<file path="src/rtl/memory_wb_lsu_if.sv">
// Wishbone B4 classic data-memory bus between the LSU (master) and data memory (slave).
//   cyc/stb/we : cycle, strobe, write enable (master)
//   adr        : word-aligned byte address (master)
//   dat_w      : write data, lane-replicated (master)
//   sel        : byte select (master)
//   ack/err    : slave response
//   dat_r      : read data (slave)
interface memory_wb_lsu_if #(
  parameter int unsigned XLEN       = 32,
  parameter int unsigned ADDR_WIDTH = 32
) ();
  logic                  cyc;
  logic                  stb;
  logic                  we;
  logic [ADDR_WIDTH-1:0] adr;
  logic [XLEN-1:0]       dat_w;
  logic [XLEN/8-1:0]     sel;
  logic                  ack;
  logic                  err;
  logic [XLEN-1:0]       dat_r;

  modport master (output cyc, stb, we, adr, dat_w, sel, input ack, err, dat_r);
  modport slave  (input cyc, stb, we, adr, dat_w, sel, output ack, err, dat_r);
endinterface

</file>
<file path="src/rtl/memory_wb_lsu.sv">
// Memory stage / load-store unit. Masters data memory over Wishbone classic, stalls the
// pipeline until ack, err or timeout, and raises misaligned / access-fault exceptions.
//   clk_i, rst_ni        : clock, asynchronous active-low reset
//   pc_i .. reg_write_i  : execute-stage sideband, alu_result_i is the byte address for mem ops
//   rs2_data_i           : store data; mem_read_i/mem_write_i/mem_size_i select the access
//   hold_i, flush_i      : downstream stall, kill current instruction
//   dmem                 : Wishbone master port (registered controls)
//   pc_o .. reg_write_o  : writeback sideband; mem_data_o formatted load data
//   stall_o              : combinational upstream stall
//   exc_valid_o/cause/tval : exception report accompanying instr_o
module memory_wb_lsu #(
  parameter int unsigned XLEN           = 32,
  parameter int unsigned ILEN           = 32,
  parameter int unsigned ADDR_WIDTH     = 32,
  parameter int unsigned REG_ADDR_WIDTH = 5,
  parameter int unsigned TIMEOUT_CYCLES = 16
) (
  input  logic                      clk_i,
  input  logic                      rst_ni,
  input  logic [ADDR_WIDTH-1:0]     pc_i,
  input  logic [ILEN-1:0]           instr_i,
  input  logic                      instr_valid_i,
  input  logic [REG_ADDR_WIDTH-1:0] rd_addr_i,
  input  logic                      reg_write_i,
  input  logic [XLEN-1:0]           alu_result_i,
  input  logic [XLEN-1:0]           rs2_data_i,
  input  logic                      mem_read_i,
  input  logic                      mem_write_i,
  input  logic [2:0]                mem_size_i,
  input  logic                      hold_i,
  input  logic                      flush_i,
  memory_wb_lsu_if.master           dmem,
  output logic [ADDR_WIDTH-1:0]     pc_o,
  output logic [ILEN-1:0]           instr_o,
  output logic                      instr_valid_o,
  output logic [REG_ADDR_WIDTH-1:0] rd_addr_o,
  output logic [XLEN-1:0]           alu_result_o,
  output logic                      reg_write_o,
  output logic [XLEN-1:0]           mem_data_o,
  output logic                      stall_o,
  output logic                      exc_valid_o,
  output logic [3:0]                exc_cause_o,
  output logic [ADDR_WIDTH-1:0]     exc_tval_o
);
  localparam int unsigned NB  = XLEN / 8;
  localparam int unsigned OW  = $clog2(NB);
  localparam int unsigned TW  = (TIMEOUT_CYCLES > 0) ? $clog2(TIMEOUT_CYCLES + 1) : 1;
  localparam bit          TimeoutEn = (TIMEOUT_CYCLES != 0);
  localparam logic [TW-1:0] TimerLast = TW'((TIMEOUT_CYCLES == 0) ? 0 : TIMEOUT_CYCLES - 1);

  typedef enum logic [1:0] {StIdle, StWait, StResp} state_e;

  typedef struct packed {
    logic [ADDR_WIDTH-1:0]     pc;
    logic [ILEN-1:0]           instr;
    logic                      valid;
    logic [REG_ADDR_WIDTH-1:0] rd;
    logic [XLEN-1:0]           alu;
    logic                      rw;
    logic [XLEN-1:0]           mdata;
    logic                      exc;
    logic [3:0]                cause;
    logic [ADDR_WIDTH-1:0]     tval;
  } wb_t;

  typedef struct packed {
    logic [ADDR_WIDTH-1:0]     pc;
    logic [ILEN-1:0]           instr;
    logic [REG_ADDR_WIDTH-1:0] rd;
    logic                      rw;
    logic [XLEN-1:0]           alu;
    logic [2:0]                size;
  } req_t;

  state_e                state_q, state_d;
  logic [TW-1:0]         timer_q, timer_d;
  logic                  flush_q, flush_d;
  logic                  cyc_q, cyc_d, we_q, we_d;
  logic [ADDR_WIDTH-1:0] adr_q, adr_d;
  logic [XLEN-1:0]       dat_q, dat_d;
  logic [NB-1:0]         sel_q, sel_d;
  req_t                  req_q, req_d;
  logic [XLEN-1:0]       rsp_data_q, rsp_data_d;
  logic                  rsp_fault_q, rsp_fault_d;
  wb_t                   wb_q, wb_d;

  logic                  is_mem, size_legal, aligned, start, done, wait_fault, to_hit;
  logic                  fin, fin_fault, kill;
  logic [XLEN-1:0]       fin_data, st_data, lane, ld_data;
  logic [NB-1:0]         mask;
  logic [ADDR_WIDTH-1:0] addr;
  logic [OW-1:0]         req_off;

  assign addr    = ADDR_WIDTH'(alu_result_i);
  assign is_mem  = instr_valid_i && (mem_read_i || mem_write_i);
  assign start   = (state_q == StIdle) && is_mem && size_legal && aligned && !hold_i && !flush_i;
  assign to_hit  = TimeoutEn && (timer_q == TimerLast);
  assign done    = (state_q == StWait) && (dmem.ack || dmem.err || to_hit);
  // Ack wins over err; a timeout only counts when the slave said nothing.
  assign wait_fault = !dmem.ack && (dmem.err || to_hit);
  assign stall_o = start || ((state_q == StWait) && !done) || (state_q == StResp);

  always_comb begin
    case (mem_size_i)
      3'b000, 3'b001, 3'b010, 3'b100, 3'b101: size_legal = 1'b1;
      3'b011, 3'b110:                         size_legal = (XLEN == 64);
      default:                                size_legal = 1'b0;
    endcase
  end

  always_comb begin
    case (mem_size_i[1:0])
      2'd0: begin aligned = 1'b1;                        mask = NB'(1);
                  st_data = {NB{rs2_data_i[7:0]}}; end
      2'd1: begin aligned = (alu_result_i[0] == 1'b0);   mask = NB'(3);
                  st_data = {(NB/2){rs2_data_i[15:0]}}; end
      2'd2: begin aligned = (alu_result_i[1:0] == 2'b00); mask = NB'(15);
                  st_data = {(XLEN/32){rs2_data_i[31:0]}}; end
      default: begin aligned = (alu_result_i[2:0] == 3'b000); mask = '1;
                  st_data = rs2_data_i; end
    endcase
  end

  // Load formatting uses the latched request, since upstream may move on once done.
  assign req_off = req_q.alu[OW-1:0];
  assign lane    = dmem.dat_r >> {req_off, 3'b000};
  always_comb begin
    case (req_q.size)
      3'b000:  ld_data = XLEN'($signed(lane[7:0]));
      3'b001:  ld_data = XLEN'($signed(lane[15:0]));
      3'b010:  ld_data = XLEN'($signed(lane[31:0]));
      3'b100:  ld_data = XLEN'(lane[7:0]);
      3'b101:  ld_data = XLEN'(lane[15:0]);
      3'b110:  ld_data = XLEN'(lane[31:0]);
      default: ld_data = lane;
    endcase
  end

  always_comb begin
    state_d     = state_q;
    timer_d     = timer_q;
    flush_d     = flush_q;
    cyc_d       = cyc_q;
    we_d        = we_q;
    adr_d       = adr_q;
    dat_d       = dat_q;
    sel_d       = sel_q;
    req_d       = req_q;
    rsp_data_d  = rsp_data_q;
    rsp_fault_d = rsp_fault_q;
    wb_d        = wb_q;
    fin         = 1'b0;
    fin_fault   = rsp_fault_q;
    fin_data    = rsp_data_q;
    kill        = flush_q || flush_i;

    unique case (state_q)
      StIdle: begin
        if (start) begin
          state_d = StWait;
          timer_d = '0;
          cyc_d   = 1'b1;
          we_d    = mem_write_i;
          adr_d   = addr & ~ADDR_WIDTH'(NB - 1);
          dat_d   = st_data;
          sel_d   = mask << alu_result_i[OW-1:0];
          req_d   = '{pc: pc_i, instr: instr_i, rd: rd_addr_i, rw: reg_write_i,
                      alu: alu_result_i, size: mem_size_i};
        end else if (!hold_i) begin
          wb_d       = '0;
          wb_d.pc    = pc_i;
          wb_d.instr = instr_i;
          wb_d.rd    = rd_addr_i;
          wb_d.alu   = alu_result_i;
          wb_d.valid = instr_valid_i && !flush_i;
          wb_d.rw    = instr_valid_i && !flush_i && reg_write_i;
          if (is_mem && !flush_i && (!size_legal || !aligned)) begin
            wb_d.exc   = 1'b1;
            wb_d.rw    = 1'b0;
            wb_d.tval  = addr;
            // Illegal size outranks misalignment: it is an access fault.
            wb_d.cause = !size_legal ? (mem_write_i ? 4'd7 : 4'd5)
                                     : (mem_write_i ? 4'd6 : 4'd4);
          end
        end
      end
      StWait: begin
        if (flush_i) flush_d = 1'b1;
        if (!done && (timer_q != '1)) timer_d = timer_q + 1'b1;
        if (done) begin
          cyc_d = 1'b0;
          if (!hold_i) begin
            fin       = 1'b1;
            fin_fault = wait_fault;
            fin_data  = ld_data;
            state_d   = StIdle;
          end else begin
            rsp_data_d  = ld_data;
            rsp_fault_d = wait_fault;
            state_d     = StResp;
          end
        end
      end
      StResp: begin
        if (flush_i) flush_d = 1'b1;
        if (!hold_i) begin
          fin     = 1'b1;
          state_d = StIdle;
        end
      end
      default: state_d = StIdle;
    endcase

    if (fin) begin
      flush_d    = 1'b0;
      wb_d       = '0;
      wb_d.pc    = req_q.pc;
      wb_d.instr = req_q.instr;
      wb_d.rd    = req_q.rd;
      wb_d.alu   = req_q.alu;
      wb_d.valid = !kill;
      if (!kill) begin
        if (fin_fault) begin
          wb_d.exc   = 1'b1;
          wb_d.cause = we_q ? 4'd7 : 4'd5;
          wb_d.tval  = ADDR_WIDTH'(req_q.alu);
        end else begin
          wb_d.rw    = req_q.rw;
          wb_d.mdata = we_q ? '0 : fin_data;
        end
      end
    end
  end

  always_ff @(posedge clk_i or negedge rst_ni) begin
    if (!rst_ni) begin
      state_q     <= StIdle;
      timer_q     <= '0;
      flush_q     <= 1'b0;
      cyc_q       <= 1'b0;
      we_q        <= 1'b0;
      adr_q       <= '0;
      dat_q       <= '0;
      sel_q       <= '0;
      req_q       <= '0;
      rsp_data_q  <= '0;
      rsp_fault_q <= 1'b0;
      wb_q        <= '0;
    end else begin
      state_q     <= state_d;
      timer_q     <= timer_d;
      flush_q     <= flush_d;
      cyc_q       <= cyc_d;
      we_q        <= we_d;
      adr_q       <= adr_d;
      dat_q       <= dat_d;
      sel_q       <= sel_d;
      req_q       <= req_d;
      rsp_data_q  <= rsp_data_d;
      rsp_fault_q <= rsp_fault_d;
      wb_q        <= wb_d;
    end
  end

  assign dmem.cyc      = cyc_q;
  assign dmem.stb      = cyc_q;
  assign dmem.we       = we_q;
  assign dmem.adr      = adr_q;
  assign dmem.dat_w    = dat_q;
  assign dmem.sel      = sel_q;
  assign pc_o          = wb_q.pc;
  assign instr_o       = wb_q.instr;
  assign instr_valid_o = wb_q.valid;
  assign rd_addr_o     = wb_q.rd;
  assign alu_result_o  = wb_q.alu;
  assign reg_write_o   = wb_q.rw;
  assign mem_data_o    = wb_q.mdata;
  assign exc_valid_o   = wb_q.exc;
  assign exc_cause_o   = wb_q.cause;
  assign exc_tval_o    = wb_q.tval;
endmodule

</file>
<file path="src/flat_wrapper.sv">
// flat-port wrapper written by rule: the top's interface ports become plain ports
module memory_wb_lsu_flat 
#(
  parameter int unsigned XLEN           = 32,
  parameter int unsigned ILEN           = 32,
  parameter int unsigned ADDR_WIDTH     = 32,
  parameter int unsigned REG_ADDR_WIDTH = 5,
  parameter int unsigned TIMEOUT_CYCLES = 16
)
  (clk_i, rst_ni, pc_i, instr_i, instr_valid_i, rd_addr_i, reg_write_i, alu_result_i, rs2_data_i, mem_read_i, mem_write_i, mem_size_i, hold_i, flush_i, pc_o, instr_o, instr_valid_o, rd_addr_o, alu_result_o, reg_write_o, mem_data_o, stall_o, exc_valid_o, exc_cause_o, exc_tval_o, dmem_cyc, dmem_stb, dmem_we, dmem_adr, dmem_dat_w, dmem_sel, dmem_ack, dmem_err, dmem_dat_r);
  memory_wb_lsu_if #(.XLEN(XLEN), .ADDR_WIDTH(ADDR_WIDTH)) dmem_i ();
  input  logic clk_i;
  input  logic rst_ni;
  input  logic [ADDR_WIDTH-1:0] pc_i;
  input  logic [ILEN-1:0] instr_i;
  input  logic instr_valid_i;
  input  logic [REG_ADDR_WIDTH-1:0] rd_addr_i;
  input  logic reg_write_i;
  input  logic [XLEN-1:0] alu_result_i;
  input  logic [XLEN-1:0] rs2_data_i;
  input  logic mem_read_i;
  input  logic mem_write_i;
  input  logic [2:0] mem_size_i;
  input  logic hold_i;
  input  logic flush_i;
  output logic [ADDR_WIDTH-1:0] pc_o;
  output logic [ILEN-1:0] instr_o;
  output logic instr_valid_o;
  output logic [REG_ADDR_WIDTH-1:0] rd_addr_o;
  output logic [XLEN-1:0] alu_result_o;
  output logic reg_write_o;
  output logic [XLEN-1:0] mem_data_o;
  output logic stall_o;
  output logic exc_valid_o;
  output logic [3:0] exc_cause_o;
  output logic [ADDR_WIDTH-1:0] exc_tval_o;
  output wire logic [$bits(dmem_i.cyc)-1:0] dmem_cyc;
  output wire logic [$bits(dmem_i.stb)-1:0] dmem_stb;
  output wire logic [$bits(dmem_i.we)-1:0] dmem_we;
  output wire logic [$bits(dmem_i.adr)-1:0] dmem_adr;
  output wire logic [$bits(dmem_i.dat_w)-1:0] dmem_dat_w;
  output wire logic [$bits(dmem_i.sel)-1:0] dmem_sel;
  input wire logic [$bits(dmem_i.ack)-1:0] dmem_ack;
  input wire logic [$bits(dmem_i.err)-1:0] dmem_err;
  input wire logic [$bits(dmem_i.dat_r)-1:0] dmem_dat_r;
  assign dmem_cyc = dmem_i.cyc;
  assign dmem_stb = dmem_i.stb;
  assign dmem_we = dmem_i.we;
  assign dmem_adr = dmem_i.adr;
  assign dmem_dat_w = dmem_i.dat_w;
  assign dmem_sel = dmem_i.sel;
  assign dmem_i.ack = dmem_ack;
  assign dmem_i.err = dmem_err;
  assign dmem_i.dat_r = dmem_dat_r;
  memory_wb_lsu #(.XLEN(XLEN), .ILEN(ILEN), .ADDR_WIDTH(ADDR_WIDTH), .REG_ADDR_WIDTH(REG_ADDR_WIDTH), .TIMEOUT_CYCLES(TIMEOUT_CYCLES)) u_core (.clk_i(clk_i), .rst_ni(rst_ni), .pc_i(pc_i), .instr_i(instr_i), .instr_valid_i(instr_valid_i), .rd_addr_i(rd_addr_i), .reg_write_i(reg_write_i), .alu_result_i(alu_result_i), .rs2_data_i(rs2_data_i), .mem_read_i(mem_read_i), .mem_write_i(mem_write_i), .mem_size_i(mem_size_i), .hold_i(hold_i), .flush_i(flush_i), .dmem(dmem_i), .pc_o(pc_o), .instr_o(instr_o), .instr_valid_o(instr_valid_o), .rd_addr_o(rd_addr_o), .alu_result_o(alu_result_o), .reg_write_o(reg_write_o), .mem_data_o(mem_data_o), .stall_o(stall_o), .exc_valid_o(exc_valid_o), .exc_cause_o(exc_cause_o), .exc_tval_o(exc_tval_o));
endmodule
</file>
<file path="config.mk">
export PLATFORM = sky130hd
export DESIGN_NAME = memory_wb_lsu_flat
export DESIGN_NICKNAME = d
export VERILOG_FILES = /design/src/rtl/memory_wb_lsu_if.sv /design/src/rtl/memory_wb_lsu.sv /design/src/flat_wrapper.sv
export SDC_FILE = /design/constraint.sdc
export NUM_CORES = 1
export LEC_CHECK = 0
export ABC_AREA = 1
export CORE_UTILIZATION = 40
export DETAILED_ROUTE_END_ITERATION = 8
export GPL_TIMING_DRIVEN = 0
export HOLD_SLACK_MARGIN = 0.08
export PLACE_DENSITY = 0.7
export SLEW_MARGIN = 20
export SYNTH_ARGS = -nofsm -noshare
export SYNTH_HDL_FRONTEND = slang
export SYNTH_SLANG_ARGS = --single-unit
</file>
<file path="constraint.sdc">
create_clock -name clk_i -period 4.9 [get_ports clk_i]
set_clock_uncertainty 0.15 [all_clocks]
set_input_delay 1.225 -clock clk_i [delete_from_list [all_inputs] [get_ports clk_i]]
set_output_delay 1.225 -clock clk_i [all_outputs]
set_load 0.02 [all_outputs]
</file>
Word-level counts from Yosys, hierarchy flattened
Cells that the tools add are included.
- flip-flop bits (word level): 386
- input bits: 178
- output and inout port bits: 244
- word-level logic and storage cells: 139
- add/sub/neg operators: 1
- eq/ne operators: 19
- shifts and indexed selects: 2
- mux-type cells: 42
- bitwise gates (word level): 1
- reduce and logical (&&, ||, !) cells: 48
- operator list (operator ; count):
    $mux 172 ; 4
    $mux 32 ; 4
    $pmux 32 s4 ; 1
    $mux 37 ; 2
    $mux 70 ; 1
    $pmux 32 s2 ; 1
    $mux 33 ; 1
    $shr 32x5->32 ; 1
    $reduce_and 3->1 ; 5
    $logic_and 1x1->1 ; 14
    $mux 2 ; 7
    $eq 3x3->1 const B ; 4
    $mux 1 ; 12
    $mux 5 ; 2
    $pmux 5 s2 ; 1
    $logic_not 3->1 ; 3
    $logic_or 1x1->1 ; 8
    $pmux 4 s2 ; 1
    $reduce_bool 2->1 ; 4
    $logic_not 1->1 ; 7
    $eq 3x1->1 const B ; 2
    $logic_not 2->1 ; 3
    $ne 2x1->1 const B ; 3
    $ne 2x2->1 const B ; 3
    other kinds (15) ; 19

Depth between registers and ports, before layout
- word-level depth: 11
- gate-level depth with buffers: 14
- gate-level depth less buffers: 13

Least setup slack after synthesis
OpenSTA, ideal clock, no wires.
- path type: input to output
- from: input port mem_size_i[1]
- to: output port stall_o
- data arrival time: 2321 ps
- required time: 3525 ps
- setup slack: 1204 ps
- stages: 9
- path buffers: 3
- path through: inv_2 -> nand2_1 -> nor2_1 -> a21oi_2 -> nand3_1 -> buf_4 -> buf_2 -> buf_2 -> nand3_1
- word-level cells in the longest chain between the ends: 9
- elaborated cells on any way between the ends: 17
- classes of those cells: 6 x eq/ne; 2 x mux; 9 x reduce/logical
- ends and longest elaborated chain (what ; RTL line ; text):
    from (decl) ; flat_wrapper.sv:23 ; input logic [2:0] mem_size_i;
    $eq 3x1->1, or another cell as far along ; memory_wb_lsu.sv:104 ; case (mem_size_i)
    $reduce_or 5->1 ; memory_wb_lsu.sv:104 ;
    $mux 1 ; memory_wb_lsu.sv:104 ;
    $logic_and 1x1->1 ; memory_wb_lsu.sv:96 ; assign start = (state_q == StIdle) && is_mem && size_legal && aligned && !hold_i && !flush_i;
    $logic_and 1x1->1 * (3 in series) ; memory_wb_lsu.sv:96 ;
    $logic_or 1x1->1 * (2 in series) ; memory_wb_lsu.sv:101 ; assign stall_o = start || ((state_q == StWait) && !done) || (state_q == StResp);
    to (decl) ; flat_wrapper.sv:33 ; output logic stall_o;
Every way passes the cells marked *; elsewhere a longest branch is shown, timed or not.

Worst setup path in the final report
- from: input port alu_result_i[0]
- to: output port stall_o
- word-level cells in the longest chain between the ends: 7
- elaborated cells on any way between the ends: 9
- classes of those cells: 1 x mux; 1 x bitwise; 7 x reduce/logical
- ends and longest elaborated chain (what ; RTL line ; text):
    from (decl) ; flat_wrapper.sv:19 ; input logic [XLEN-1:0] alu_result_i;
    $logic_not 3->1, or another cell as far along ; memory_wb_lsu.sv:119 ; default: begin aligned = (alu_result_i[2:0] == 3'b000); mask = '1;
    $pmux 1 s3 * ; memory_wb_lsu.sv:112 ; case (mem_size_i[1:0])
    $logic_and 1x1->1 * (3 in series) ; memory_wb_lsu.sv:96 ;
    $logic_or 1x1->1 * (2 in series) ; memory_wb_lsu.sv:101 ;
Marked as above.

==> flow_summary.yaml <==
logic_synthesis:
  synth.distinct_cells: 34
  avgSynthCellArea_sq_um: 7.77
  ys_seq_area_frac: 0.514
  ys_ff_latch: 354
  yosysWarningCount: 0
  synthCells: 2215
  syn_area_sq_um: 17200
global_routing:
  grt_usage: 0.281
  grt_overflow: 0
  grt_max_degree: 96
  grt_first_pass_wirelength_um: 96200
  antenna_found_initial: 11
  grt_pass1_vias: 17000
floorplanning:
  num_rows: 75
  core_area_sq_um: 42200
  die_area_sq_um: 43900
  ios: 422
  initial_core_util: 0.408
  chipHeight_um: 209
  dieWidth_um: 209
cts:
  cts_tree: "yes"
  clk_pin_slew_ps: 60
  htree_levels: 2
  clk_latency_ps: 570
  clock_sinks: 354
  cts_buffers: 41
  cts_buffer_depth: 3
  post_cts_buffers: 0
  clockRootBuffer: "clkbuf_16"
critical_path:
  worstSetupEndpointType: "primary output"
  critPathBufInv: 5
  cp_max_fo: 19
  ff2ff_setup_slack_ps: 1840
  worstPathArrival_ps: 3270
  crit_chain: "clkdlybuf4s50_1 -> inv_1 -> nor2_1 -> a21oi_2 -> nand3_1 -> buf_4 -> buf_4 -> nand3_1 -> dlygate4sd2_1"
  critPathRequiredTime_ps: 3520
  slowest_delay_ps: 470
  crit_family: "buffers and inverters"
  startpoint_type: "primary input"
  critPathKind: "in -> out"
  slowest_stage: "clkdlybuf4s50_1"
layout:
  final_cell_count_no_fill: 3254
  drive_above_1_share: 0.0771
  layout_commonest_cell: "nand2_1"
  syn_to_final_growth_pct: 36.9
  multiInputGateArea_sq_um: 6830
  mostFrequentLayoutCells: "nand2_1 (782), clkdlybuf4s50_1 (416), dfrtp_1 (354), o21ai_0 (295), nand3_1 (264)"
  fin_nets: 2865
  nFillCells: 3915
  regArea_sq_um: 8860
placed_design:
  dp_cells: 3177
  hpwl_um: 45800
  gp_congestion: 0.901
  io_buffer_count: 418
status:
  status: "finished clean"
routing:
  drt_first_pass_iters: 5
  wire_per_inst_um: 18.9
  wl_um: 61600
  avgViaCountPerCell: 5.19
  ant_nets: 0
  drtIter0Drc: 1276
  vias: 16900
  drc_errors: 0
pwr:
  power_density_nw_per_um2: 633
  clockPowerShare: 0.214
  internal-power_mw: 8.81
  leakage_nw: 11.5
  pwr-share-comb: 0.461
  switching_share: 0.410
  netSwitchingPower_mw: 6.11
  p_seq_frac: 0.324
  vdd_drop_max_mv: 0.386
timing:
  period_minus_slack_ps: 4650
  report.final.setup_viol: 0
  max-slew-margin-rel: 0.572
  fmax_mhz: 215
  fin_crit_sh: 0.949
  tightest_slew_ps: 642
  hold_violations: 0
  rsz0062_at_grt: "false"
  slew_violations: 0
  hold_slack_ps: 327
hold_path:
  hold_path.class: "reg -> reg"
job:
  maxCapViolCount: 0
==> layout make-up <==
type,count,area share
Antenna cell,4,0.000424
Buffer,189,0.0418
Clock buffer,63,0.0535
Clock inverter,11,0.00594
Inverter,146,0.0233
Multi-Input combinational cell,1527,0.290
Sequential cell,354,0.376
Tap cell,539,0.0286
Timing Repair Buffer,421,0.181
==> worst reg2reg max path, delay by kind of cell, from the launching register on <==
| family | cells | cell delay [ps] |
|---|---|---|
| AOI/OAI and AO/OA | 1 | 140 |
| adders and majority gates | 2 | 410 |
| buffers and inverters | 3 | 900 |
| DFF | 1 | 400 |
| and+or+nand+nor | 7 | 950 |
==> layer usage <==
| layer | global-route usage | up-vias | wire length, um |
|---|---|---|---|
| li1 | - | 8056 | - |
| met1 | 0.366 | 8044 | 25900 |
| met2 | 0.447 | 662 | 28400 |
| met3 | 0.0706 | 130 | 4860 |
| met4 | 0.121 | 8 | 2320 |
| met5 | 0 | - | 51 |
==> worst paths after layout <==
| path | cells past startpoint | endpoint | start |
|---|---|---|---|
| worst min register to register | 2 | u_core.rsp_data_q[18]$_DFFE_PN0P_ | u_core.rsp_data_q[18]$_DFFE_PN0P_ |
| worst max-delay path | 9 | stall_o | alu_result_i[0] |
| min in group asynchronous | 1 | u_core.mem_data_o[6]$_DFFE_PN0P_ | rst_ni |
| worst min-delay path | 2 | u_core.rsp_data_q[18]$_DFFE_PN0P_ | u_core.rsp_data_q[18]$_DFFE_PN0P_ |
| max in group asynchronous | 3 | u_core.req_q[80]$_DFFE_PN0P_ | rst_ni |
| worst max register to register | 13 | u_core.instr_o[26]$_DFFE_PN0P_ | u_core.timer_q[0]$_DFFE_PN0P_ |
==> synthesized netlist by cell type <==
master	number	area (sq um)
a21boi_2	1	11.3
inv_4	1	6.26
nand3_1	264	1320
dfrtp_1	354	8860
nand4_1	36	225
nand2_2	1	6.26
and3_1	1	6.26
o21ai_0	296	1480
inv_2	7	26.3
inv_1	138	518
o22ai_1	5	31.3
or2_0	9	56.3
buf_2	64	320
nor2_1	46	173
nand2_1	782	2940
o21a_1	1	7.51
xor2_1	1	8.76
o211ai_1	8	60.1
buf_1	12	45.0
nor3_1	2	10.0
conb_1	1	3.75
buf_4	48	360
o31ai_1	1	7.51
buf_6	2	22.5
ha_1	7	87.6
a21oi_1	19	95.1
nand2_4	2	22.5
a21oi_2	1	8.76
or2_2	8	50.1
nand3_2	5	50.1
nor2_8	1	20.0
o21ai_1	20	100
clkbuf_1	64	240
a31oi_1	7	43.8
==> flip-flops by register name, summed over array words and instances (netlist names), 32 cells and up <==
name,count
u_core.alu_result_o,32
u_core.rsp_data_q,32
u_core.req_q,103
u_core.exc_tval_o,32
u_core.pc_o,32
u_core.dmem.dat_w,32
u_core.instr_o,32
u_core.mem_data_o,32
==> stage by stage <==
| stage | utilization | total power [mW] | setup slack, ps | instance area [sq um] | TNS [ps] |
|---|---|---|---|---|---|
| after floorplan | - | 8.63 | 1200 | 17200 | 0 |
| after global placement | 0.523 | 11.6 | -13340 | 22100 | -4706670 |
| after detailed placement | 0.525 | 11.7 | -362 | 22200 | -362 |
| after CTS | 0.558 | 15.0 | 247 | 23600 | 0 |
| after global routing | 0.558 | 15.9 | 167 | 23600 | 0 |
| final | 0.558 | 14.9 | 252 | 23600 | 0 |
==> power by group through the flow <==
stage | logic, mW | registers [mW] | clock network [mW]
floorplan | 3.12 | 5.51 | 0
global placement | 6.78 | 4.85 | 0
detailed placement | 6.87 | 4.86 | 0
CTS | 6.91 | 4.83 | 3.25
global route | 7.53 | 4.97 | 3.36
finish | 6.89 | 4.84 | 3.20
==> cell families after synthesis <==
group | after synthesis | synth area share
simple gates | 1157 | 0.283
compound gates | 359 | 0.107
flops | 354 | 0.514
buf+inv | 336 | 0.0894
fa+ha+maj | 7 | 0.00509
xor+xnor | 1 | 0.000509
other cells | 1 | 0.000218
==> what timing repair did <==
item | CTS | global route
resized for setup | 3 | 0
hold buffers | 0 | 0
setup endpoints to repair | 1 | 0
endpoints found under the hold margin | 0 | 0
Note: power is estimated with default switching activity, not from simulation.
